File: config.mk
export PLATFORM = sky130hd
export DESIGN_NAME = instr_fetch
export DESIGN_NICKNAME = d
export VERILOG_FILES = /design/src/rtl/fetch_pkg.sv /design/src/rtl/fetch_pc_reg.sv /design/src/rtl/instr_fetch.sv
export SDC_FILE = /design/constraint.sdc
export NUM_CORES = 1
export LEC_CHECK = 0
export ABC_AREA = 1
export BUFFER_PORTS_ARGS = -buffer_cell sky130_fd_sc_hd__buf_2
export CAP_MARGIN = 40
export CORE_AREA = 2 2 169 171
export CTS_CLUSTER_DIAMETER = 60
export DETAILED_ROUTE_END_ITERATION = 10
export DIE_AREA = 0 0 171 173
export PLACE_DENSITY = 0.56
export SYNTH_ARGS = -nofsm -noshare
export SYNTH_HDL_FRONTEND = slang
export SYNTH_SLANG_ARGS = --single-unit
File: constraint.sdc
create_clock -name clk -period 5.3 [get_ports clk]
set_input_delay 0.265 -clock clk [delete_from_list [all_inputs] [get_ports clk]]
set_output_delay 0.265 -clock clk [all_outputs]
set_load 0.01 [all_outputs]
File: src/rtl/fetch_pkg.sv
// -----------------------------------------------------------------------------
// fetch_pkg
// Shared definitions for the instruction fetch stage: FSM state encoding,
// instruction size, PC read offset, default reset PC and the instruction
// field positions used to slice Op/Funct/Cond out of the held instruction.
// -----------------------------------------------------------------------------
package fetch_pkg;

   typedef enum logic [1:0] {
      IDLE  = 2'd0,
      FETCH = 2'd1,
      VALID = 2'd2,
      DROP  = 2'd3
   } fetch_state_e;

   localparam int INSTR_BYTES    = 4;
   localparam int PC_READ_OFFSET = 8;

   localparam logic [31:0] DEFAULT_RESET_PC = 32'h0000_0000;

   // Instruction field positions and widths
   localparam int OP_LSB    = 26;
   localparam int OP_W      = 2;
   localparam int FUNCT_LSB = 20;
   localparam int FUNCT_W   = 6;
   localparam int COND_LSB  = 28;
   localparam int COND_W    = 4;

endpackage : fetch_pkg

File: src/rtl/fetch_pc_reg.sv
// -----------------------------------------------------------------------------
// fetch_pc_reg
// Program counter plus pending redirect target for the fetch stage.
//
// Ports:
//   clk          clock
//   reset        asynchronous active-high reset, PC returns to RESET_PC
//   consume_i    held instruction consumed: PC advances by one word
//   redirect_i   branch redirect: target is taken (now or once the
//                outstanding fetch completes)
//   defer_i      a fetch is outstanding without ack this cycle, so a redirect
//                only updates the pending target and the PC keeps addressing
//                the stale request
//   drop_done_i  stale fetch acknowledged: PC takes the pending target
//   target_i     redirect address, low two bits ignored
//   pc_o         current program counter
// -----------------------------------------------------------------------------
module fetch_pc_reg
   import fetch_pkg::*;
#(
   parameter int                 ADDR_W   = 32,
   parameter logic [ADDR_W-1:0]  RESET_PC = ADDR_W'(DEFAULT_RESET_PC)
) (
   input  logic              clk,
   input  logic              reset,
   input  logic              consume_i,
   input  logic              redirect_i,
   input  logic              defer_i,
   input  logic              drop_done_i,
   input  logic [ADDR_W-1:0] target_i,
   output logic [ADDR_W-1:0] pc_o
);

   logic [ADDR_W-1:0] pc_q, pc_d;
   logic [ADDR_W-1:0] pend_q, pend_d;
   logic [ADDR_W-1:0] target_aligned;

   assign target_aligned = target_i & ~ADDR_W'(2'b11);

   // Redirect wins over everything; the pending target is always refreshed so
   // the latest redirect seen during a drop is the one that is fetched.
   always_comb begin
      // NOTE: every signal gets a default first so no path leaves it unassigned (no latch).
      pc_d   = pc_q;
      pend_d = pend_q;
      if (redirect_i) begin
         pend_d = target_aligned;
         if (!defer_i) begin
            pc_d = target_aligned;
         end
      end else if (drop_done_i) begin
         pc_d = pend_q;
      end else if (consume_i) begin
         pc_d = pc_q + ADDR_W'(INSTR_BYTES);
      end
   end

   // NOTE: sequential state uses non-blocking assignments so all registers update together.
   always_ff @(posedge clk or posedge reset) begin
      if (reset) begin
         pc_q   <= RESET_PC;
         pend_q <= RESET_PC;
      end else begin
         pc_q   <= pc_d;
         pend_q <= pend_d;
      end
   end

   assign pc_o = pc_q;

endmodule : fetch_pc_reg

File: src/rtl/instr_fetch.sv
// -----------------------------------------------------------------------------
// instr_fetch
// Instruction fetch stage for the single-cycle ARM-subset processor. Fetches
// one word at a time over a req/ack interface, holds it for the decoder and
// exposes its Op/Funct/Cond fields and PC+8. Branch redirects discard stale
// fetches; consumed instructions are counted.
//
// Ports:
//   clk, reset              clock, asynchronous active-high reset
//   imem_req/imem_addr      fetch request and word-aligned address
//   imem_ack/imem_rdata     memory response (ack may come with req)
//   stall                   downstream not consuming this cycle
//   PCSrc/BranchTarget      redirect request and target address
//   Instr/InstrValid        held instruction and its valid flag
//   Op/Funct/Cond           field slices of Instr
//   PCPlus8                 address of held instruction + 8
//   InstrCount              consumed instruction count (wraps)
// -----------------------------------------------------------------------------
module instr_fetch
   import fetch_pkg::*;
#(
   parameter int                 ADDR_W   = 32,
   parameter logic [ADDR_W-1:0]  RESET_PC = ADDR_W'(DEFAULT_RESET_PC)
) (
   input  logic                clk,
   input  logic                reset,
   output logic                imem_req,
   output logic [ADDR_W-1:0]   imem_addr,
   input  logic                imem_ack,
   input  logic [31:0]         imem_rdata,
   input  logic                stall,
   input  logic                PCSrc,
   input  logic [ADDR_W-1:0]   BranchTarget,
   output logic [31:0]         Instr,
   output logic                InstrValid,
   output logic [OP_W-1:0]     Op,
   output logic [FUNCT_W-1:0]  Funct,
   output logic [COND_W-1:0]   Cond,
   output logic [ADDR_W-1:0]   PCPlus8,
   output logic [31:0]         InstrCount
);

   fetch_state_e      state_q;
   logic              req_q;
   logic              valid_q;
   logic [31:0]       instr_q;
   logic [ADDR_W-1:0] pc_plus8_q;
   logic [31:0]       count_q;

   logic [ADDR_W-1:0] pc;
   logic              consume;
   logic              defer;
   logic              drop_done;

   // A redirect in VALID invalidates rather than consumes.
   assign consume   = (state_q == VALID) && !stall && !PCSrc;
   // Request outstanding with no ack yet: a redirect has to wait for it.
   assign defer     = ((state_q == FETCH) || (state_q == DROP)) && !imem_ack;
   assign drop_done = (state_q == DROP) && imem_ack;

   fetch_pc_reg #(
      .ADDR_W   (ADDR_W),
      .RESET_PC (RESET_PC)
   ) u_pc (
      .clk         (clk),
      .reset       (reset),
      .consume_i   (consume),
      .redirect_i  (PCSrc),
      .defer_i     (defer),
      .drop_done_i (drop_done),
      .target_i    (BranchTarget),
      .pc_o        (pc)
   );

   always_ff @(posedge clk or posedge reset) begin
      if (reset) begin
         state_q    <= IDLE;
         req_q      <= 1'b0;
         valid_q    <= 1'b0;
         instr_q    <= '0;
         pc_plus8_q <= RESET_PC + ADDR_W'(PC_READ_OFFSET);
         count_q    <= '0;
      end else begin
         case (state_q)
            IDLE: begin
               state_q <= FETCH;
               req_q   <= 1'b1;
            end
            FETCH: begin
               if (PCSrc) begin
                  // With ack the data is simply dropped and the new PC is
                  // fetched next; without ack the request must complete first.
                  state_q <= imem_ack ? FETCH : DROP;
               end else if (imem_ack) begin
                  state_q    <= VALID;
                  req_q      <= 1'b0;
                  valid_q    <= 1'b1;
                  instr_q    <= imem_rdata;
                  pc_plus8_q <= pc + ADDR_W'(PC_READ_OFFSET);
               end
            end
            VALID: begin
               if (PCSrc || !stall) begin
                  state_q <= FETCH;
                  req_q   <= 1'b1;
                  valid_q <= 1'b0;
                  if (!PCSrc) begin
                     count_q <= count_q + 32'd1;
                  end
               end
            end
            DROP: begin
               if (imem_ack) begin
                  state_q <= FETCH;
               end
            end
            default: begin
               state_q <= IDLE;
               req_q   <= 1'b0;
               valid_q <= 1'b0;
            end
         endcase
      end
   end

   assign imem_req   = req_q;
   assign imem_addr  = pc;
   assign Instr      = instr_q;
   assign InstrValid = valid_q;
   assign Op         = instr_q[OP_LSB +: OP_W];
   assign Funct      = instr_q[FUNCT_LSB +: FUNCT_W];
   assign Cond       = instr_q[COND_LSB +: COND_W];
   assign PCPlus8    = pc_plus8_q;
   assign InstrCount = count_q;

endmodule : instr_fetch

==> results_dict.tcl, run 1 <==
set metrics [dict create \
    cp-end-kind "flop" \
    critical_path_class "reg2reg" \
    ant_nets 0 \
    die_h_um 173 \
    max_freq_mhz 387.4 \
    fin_ws_ps 2718 \
    die_w_um 171 \
    tns_ps 0 \
    power.leakage_nw 5.233 \
    wl_um 24930 \
    cp-start-kind "flop" \
    critPathMaxStageDelay_ps 630 \
    path_cells "nand2_1, nor2_1, nand2_2, buf_4, clkinv_1, buf_4, nand2_1, nand2_1" \
    antennaDiodeCount 0 \
    dpl.hpwl_um 18390 \
    avgSynthCellArea_um2 7.588 \
    grt_setup_unrepaired "false" \
    ys_types 35 \
    drt-initial-drc-count 447 \
    place_inst 1622 \
    routedWlPerCell_um 15.06 \
    p_per_area_mw_per_mm2 443.5 \
    grt_pass1_vias 6924 \
    worstPathArrival_ps 2900 \
    dr.pass1.iters 5 \
    start_util_pct 29.77 \
    finalSetupViolCount 0 \
    finalNetCount 1336 \
    final_common_cell "nand2_1" \
    vias_per_cell 4.554 \
    min_path_type "in2reg" \
    n_fill_cell 2963 \
    dp_slack_ps 2605 \
    ios 211 \
    ys_warn_count 0 \
    cts_resized 0 \
    crit_slowest_cell "buf_4" \
    worstSkewPairLatency_ps 430 \
    cts_tree "yes" \
    antenna_found_initial 1 \
    cts_buffers 17 \
    power.total_mw 4.469 \
    coreArea_mm2 0.02763 \
    grt_start_max_net_pins 95 \
    fin_cells 1655 \
    cap_violations 0 \
    cpMostUsedCell "nand2_1" \
    fin_skew_ps 13.26 \
    drive_above_1_share_pct 20.67 \
    dpl_cell_area_mm2 0.009513 \
    cts_root_buffer "clkbuf_16" \
    status "completed" \
    grt.total_usage_pct 16.86 \
    crit_path_max_fanout 86 \
    cp.required_ps 5620 \
    synth_seq_area_share_pct 48.08 \
    cts.sinks 158 \
    holdWs_ps 24.46 \
    portBuffers 204 \
    syn_inst 1084 \
    finalHoldViolCount 0 \
    slew_headroom_pct 44.33 \
    areaGrowthSynthToFinish_pct 22.50 \
    vias 7537 \
    dieArea_mm2 0.02958 \
    row_count 61 \
    vdd_drop_max_mv 0.1925 \
    grt_overflow_total 0 \
    drv_slew 0 \
    clk_pin_slew_ps 70 \
    fin_util_pct 36.47 \
    final_area_mm2 0.01008 \
    cts.path.max_buffers 2 \
    routabilityCongestion 0.9018 \
    cp_top_family "buffers and inverters" \
    layout_common_cells "nand2_1, buf_2, dfrtp_1" \
    netlist_area_mm2 0.008225 \
    grt_pass1_wl_um 38820 \
    htreeDepth 4 \
    finalCriticalPeriod_ps 2582 \
    crit_buf_inv 3 \
    ys_seq_elements 158 \
    tightest_slew_ps 835.1 \
    fin_crit_sh_pct 48.71 \
    route.detailed.drc 0 \
]
[worst paths after layout]
path | from | end | slack, ps | depth (start not counted)
min | imem_rdata[10] | Instr[10] | 20 | 3
max | state_q[0] | Instr[23] | 2720 | 8
max reg2reg | state_q[0] | Instr[23] | 2720 | 8
min reg2reg | u_pc.pend_q[8] | u_pc.pend_q[8] | 470 | 2
max in group asynchronous | reset | InstrCount[0] | 3680 | 4
min in group asynchronous | reset | Instr[23] | 460 | 3
[synthesized netlist by cell type]
cell type / count / area [um^2]
nand2_1: 355 / 1333
dfrtp_1: 157 / 3929
nor2_1: 116 / 435.4
inv_1: 93 / 349.1
o21ai_0: 70 / 350.3
a21oi_1: 67 / 335.3
nand3_1: 53 / 265.3
xor2_1: 39 / 341.6
clkbuf_1: 23 / 86.33
buf_4: 16 / 120.1
xnor2_1: 14 / 122.6
nor3_1: 12 / 60.06
a31oi_1: 10 / 62.56
buf_2: 7 / 35.03
nand4_1: 6 / 37.54
a22oi_1: 4 / 30.03
buf_1: 4 / 15.01
inv_2: 4 / 15.01
nor2_2: 4 / 25.02
o21ai_1: 4 / 20.02
buf_6: 3 / 33.78
ha_1: 3 / 37.54
nand3b_1: 3 / 22.52
and3_1: 2 / 12.51
nand2_2: 2 / 12.51
nand2_4: 2 / 22.52
nand3_2: 2 / 20.02
nor2_4: 2 / 22.52
a31oi_2: 1 / 12.51
clkinv_1: 1 / 3.750
clkinv_4: 1 / 8.760
conb_1: 1 / 3.750
dfstp_2: 1 / 26.28
nor3_2: 1 / 10.01
o2111ai_1: 1 / 8.760
[flip-flops by register name (all words and copies together), names as in the netlist]
signal	cells
u_pc.pend_q	30
u_pc.pc_o	30
PCPlus8	30
InstrCount	32
state_q	2
Instr	32
InstrValid	1
imem_req	1
[per-layer routing]
layer  share of wire (%)  track usage (%)  up-vias
met1                  49            24.72     3501
met2                  44            25.42      240
li1                    -                -     3777
met5               0.044                0        -
met4                 1.1            3.778        2
met3                 6.0            3.571       17
[timing repair]
item                      4_1_cts  5_1_grt
hold buffers                    1        0
setup buffers                   0        0
hold endpoints to repair       60        0
[final cells by class]
| type | instances | area, um^2 | area share [%] |
|---|---|---|---|
| clock buffer | 17 | 425.4 | 4.222 |
| clock inverter | 15 | 127.6 | 1.267 |
| inverter | 99 | 381.6 | 3.787 |
| multi-input combinational | 777 | 3617 | 35.90 |
| sequential | 158 | 3955 | 39.25 |
| tap | 378 | 473.0 | 4.694 |
| timing repair buffer | 211 | 1096 | 10.88 |
[where the power goes]
group	internal, mW	switching, mW
logic	0.542	0.908
registers	1.53	0.309
clock network	0.615	0.566
total	2.69	1.78
[worst min-delay path: stages]
cell and delay, ps:
buf_2 70, nand2_1 40, nand2_1 40
[cells by family after synthesis]
logic type | after synthesis | share of synthesized area (%)
other cells | 1 | 0.04559
flops | 158 | 48.08
compound gates | 157 | 9.964
simple gates | 560 | 27.70
fa+ha+maj | 3 | 0.4564
xor+xnor | 53 | 5.644
buf+inv | 152 | 8.107
Note: power is estimated with default switching activity, not from simulation.
==> inputs of run 2 (changes only) <==
- clock period: 5.3 -> 2.5 ns (I/O delays scaled with it)
==> results_dict.tcl, run 2 (synthesized netlist as in run 1, its figures left out) <==
set metrics [dict create \
    vias 7802 \
    worstSkewPairLatency_ps 430 \
    cts_root_buffer "clkbuf_16" \
    drt-initial-drc-count 480 \
    row_count 61 \
    grt.total_usage_pct 17.47 \
    power.leakage_nw 5.597 \
    grt_pass1_wl_um 40360 \
    cts_buffers 17 \
    route.detailed.drc 0 \
    antenna_found_initial 1 \
    cap_violations 0 \
    crit_path_max_fanout 12 \
    cp.required_ps 2820 \
    die_h_um 173 \
    cp-start-kind "flop" \
    worstPathArrival_ps 2360 \
    min_path_type "in2reg" \
    worstRegToRegCells 8 \
    finalCriticalPeriod_ps 2041 \
    fin_ws_ps 458.6 \
    htreeDepth 4 \
    regToRegSetupSlack_ps 460 \
    dp_slack_ps 445.8 \
    reg2reg_from "state_q[0]" \
    n_fill_cell 2893 \
    grt_setup_unrepaired "false" \
    die_w_um 171 \
    reg2reg_to "InstrCount[28]" \
    status "completed" \
    hold_end "state_q[1]" \
    sw_frac_of_total_pct 38.56 \
    max_freq_mhz 489.9 \
    grt_start_max_net_pins 92 \
    portBuffers 204 \
    critical_path_class "reg2reg" \
    vdd_drop_max_mv 0.4571 \
    areaGrowthSynthToFinish_pct 32.37 \
    cp-end-kind "flop" \
    cts.path.max_buffers 2 \
    layout_common_cells "nand2_1, buf_2, dfrtp_1" \
    ant_nets 0 \
    cts_resized 0 \
    slew_headroom_pct 48.14 \
    dr.pass1.iters 6 \
    p_per_area_mw_per_mm2 911.8 \
    power_switching_mw 3.828 \
    antennaDiodeCount 0 \
    clockPowerShare_pct 28.4 \
    dpl.hpwl_um 18780 \
    cts.sinks 158 \
    wl_um 25720 \
    grt_pass1_vias 7353 \
    coreArea_mm2 0.02763 \
    finalHoldViolCount 0 \
    ios 211 \
    tns_ps 0 \
    finalSetupViolCount 0 \
    dieArea_mm2 0.02958 \
    hold_depth 2 \
    routedWlPerCell_um 14.90 \
    power_frac_seq_pct 39.0 \
    seqCellArea_mm2 0.003955 \
    routabilityCongestion 0.9098 \
    fin_crit_sh_pct 81.66 \
    clk_pin_slew_ps 70 \
    drv_slew 0 \
    vias_per_cell 4.520 \
    drive_above_1_share_pct 20.25 \
    final_common_cell "nand2_1" \
    cts_tree "yes" \
    tightest_slew_ps 777.9 \
    internal_power_mw 6.100 \
    fin_skew_ps 17.38 \
    finalNetCount 1407 \
    multiInputGateArea_mm2 0.003617 \
    start_util_pct 29.77 \
    p_comb_share_pct 32.5 \
    grt_overflow_total 0 \
    hold_path.startpoint "imem_ack" \
]
==> run 2: worst max-delay path by stage <==
stage	startpoint	slack, ps	cells past startpoint	end
after floorplan	reset	370	1	InstrCount[0]
after global placement	state_q[0]	450	8	InstrCount[28]
after detailed placement	state_q[0]	450	8	InstrCount[28]
after CTS	state_q[0]	450	8	InstrCount[28]
after global routing	state_q[0]	240	8	InstrCount[28]
final	state_q[0]	460	8	InstrCount[28]
==> run 2: final cells by class <==
class / instances / area share, %
Sequential cell: 158 / 36.33
Clock buffer: 17 / 3.907
Timing Repair Buffer: 282 / 16.89
Inverter: 99 / 3.493
Multi-Input combinational cell: 777 / 33.22
Tap cell: 378 / 4.344
Clock inverter: 15 / 1.816
==> run 2: power by group through the flow <==
stage                     sequential, mW  clock (mW)  combinational [mW]
after global routing                3.98        3.00                3.63
after detailed placement            3.92           0                3.18
after CTS                           3.87        2.89                3.27
after global placement              3.90           0                3.14
after floorplan                     4.09           0                1.59
final                               3.88        2.82                3.23
==> run 2: worst max-delay path, cell delays in order, from the launching register on <==
cell     delay, ps
dfrtp_1        440
nor2_2         210
nand3_2        310
inv_2          270
nand3_2        170
nor2_2         150
nand3_1        160
o21ai_1        160
nand2_1         60
==> run 2: per-stage QoR <==
stage                     utilization (%)  hold slack, ps  std cells  power [mW]  instance area, um^2
after global placement              34.80           319.6       1630       7.034                 9614
after detailed placement            34.87           67.46       1631       7.093                 9634
after floorplan                         -           234.6       1087       5.680                 8240
after global routing                39.41           36.66       1726       10.61                10890
final                               39.41           27.14       1726       9.928                10890
after CTS                           39.41           21.16       1726       10.03                10890
==> run 2: repair_timing <==
item,4_1_cts,5_1_grt
endpoints found under the hold margin,115,0
buffers inserted,0,0
hold buffers,63,0
==> run 2: routing by layer <==
layer	up-vias	global-route usage, %	wire (um)
li1	3916	-	-
met1	3627	24.54	12310
met2	236	27.49	11610
met3	21	3.479	1482
met4	2	4.414	303
met5	-	0	11
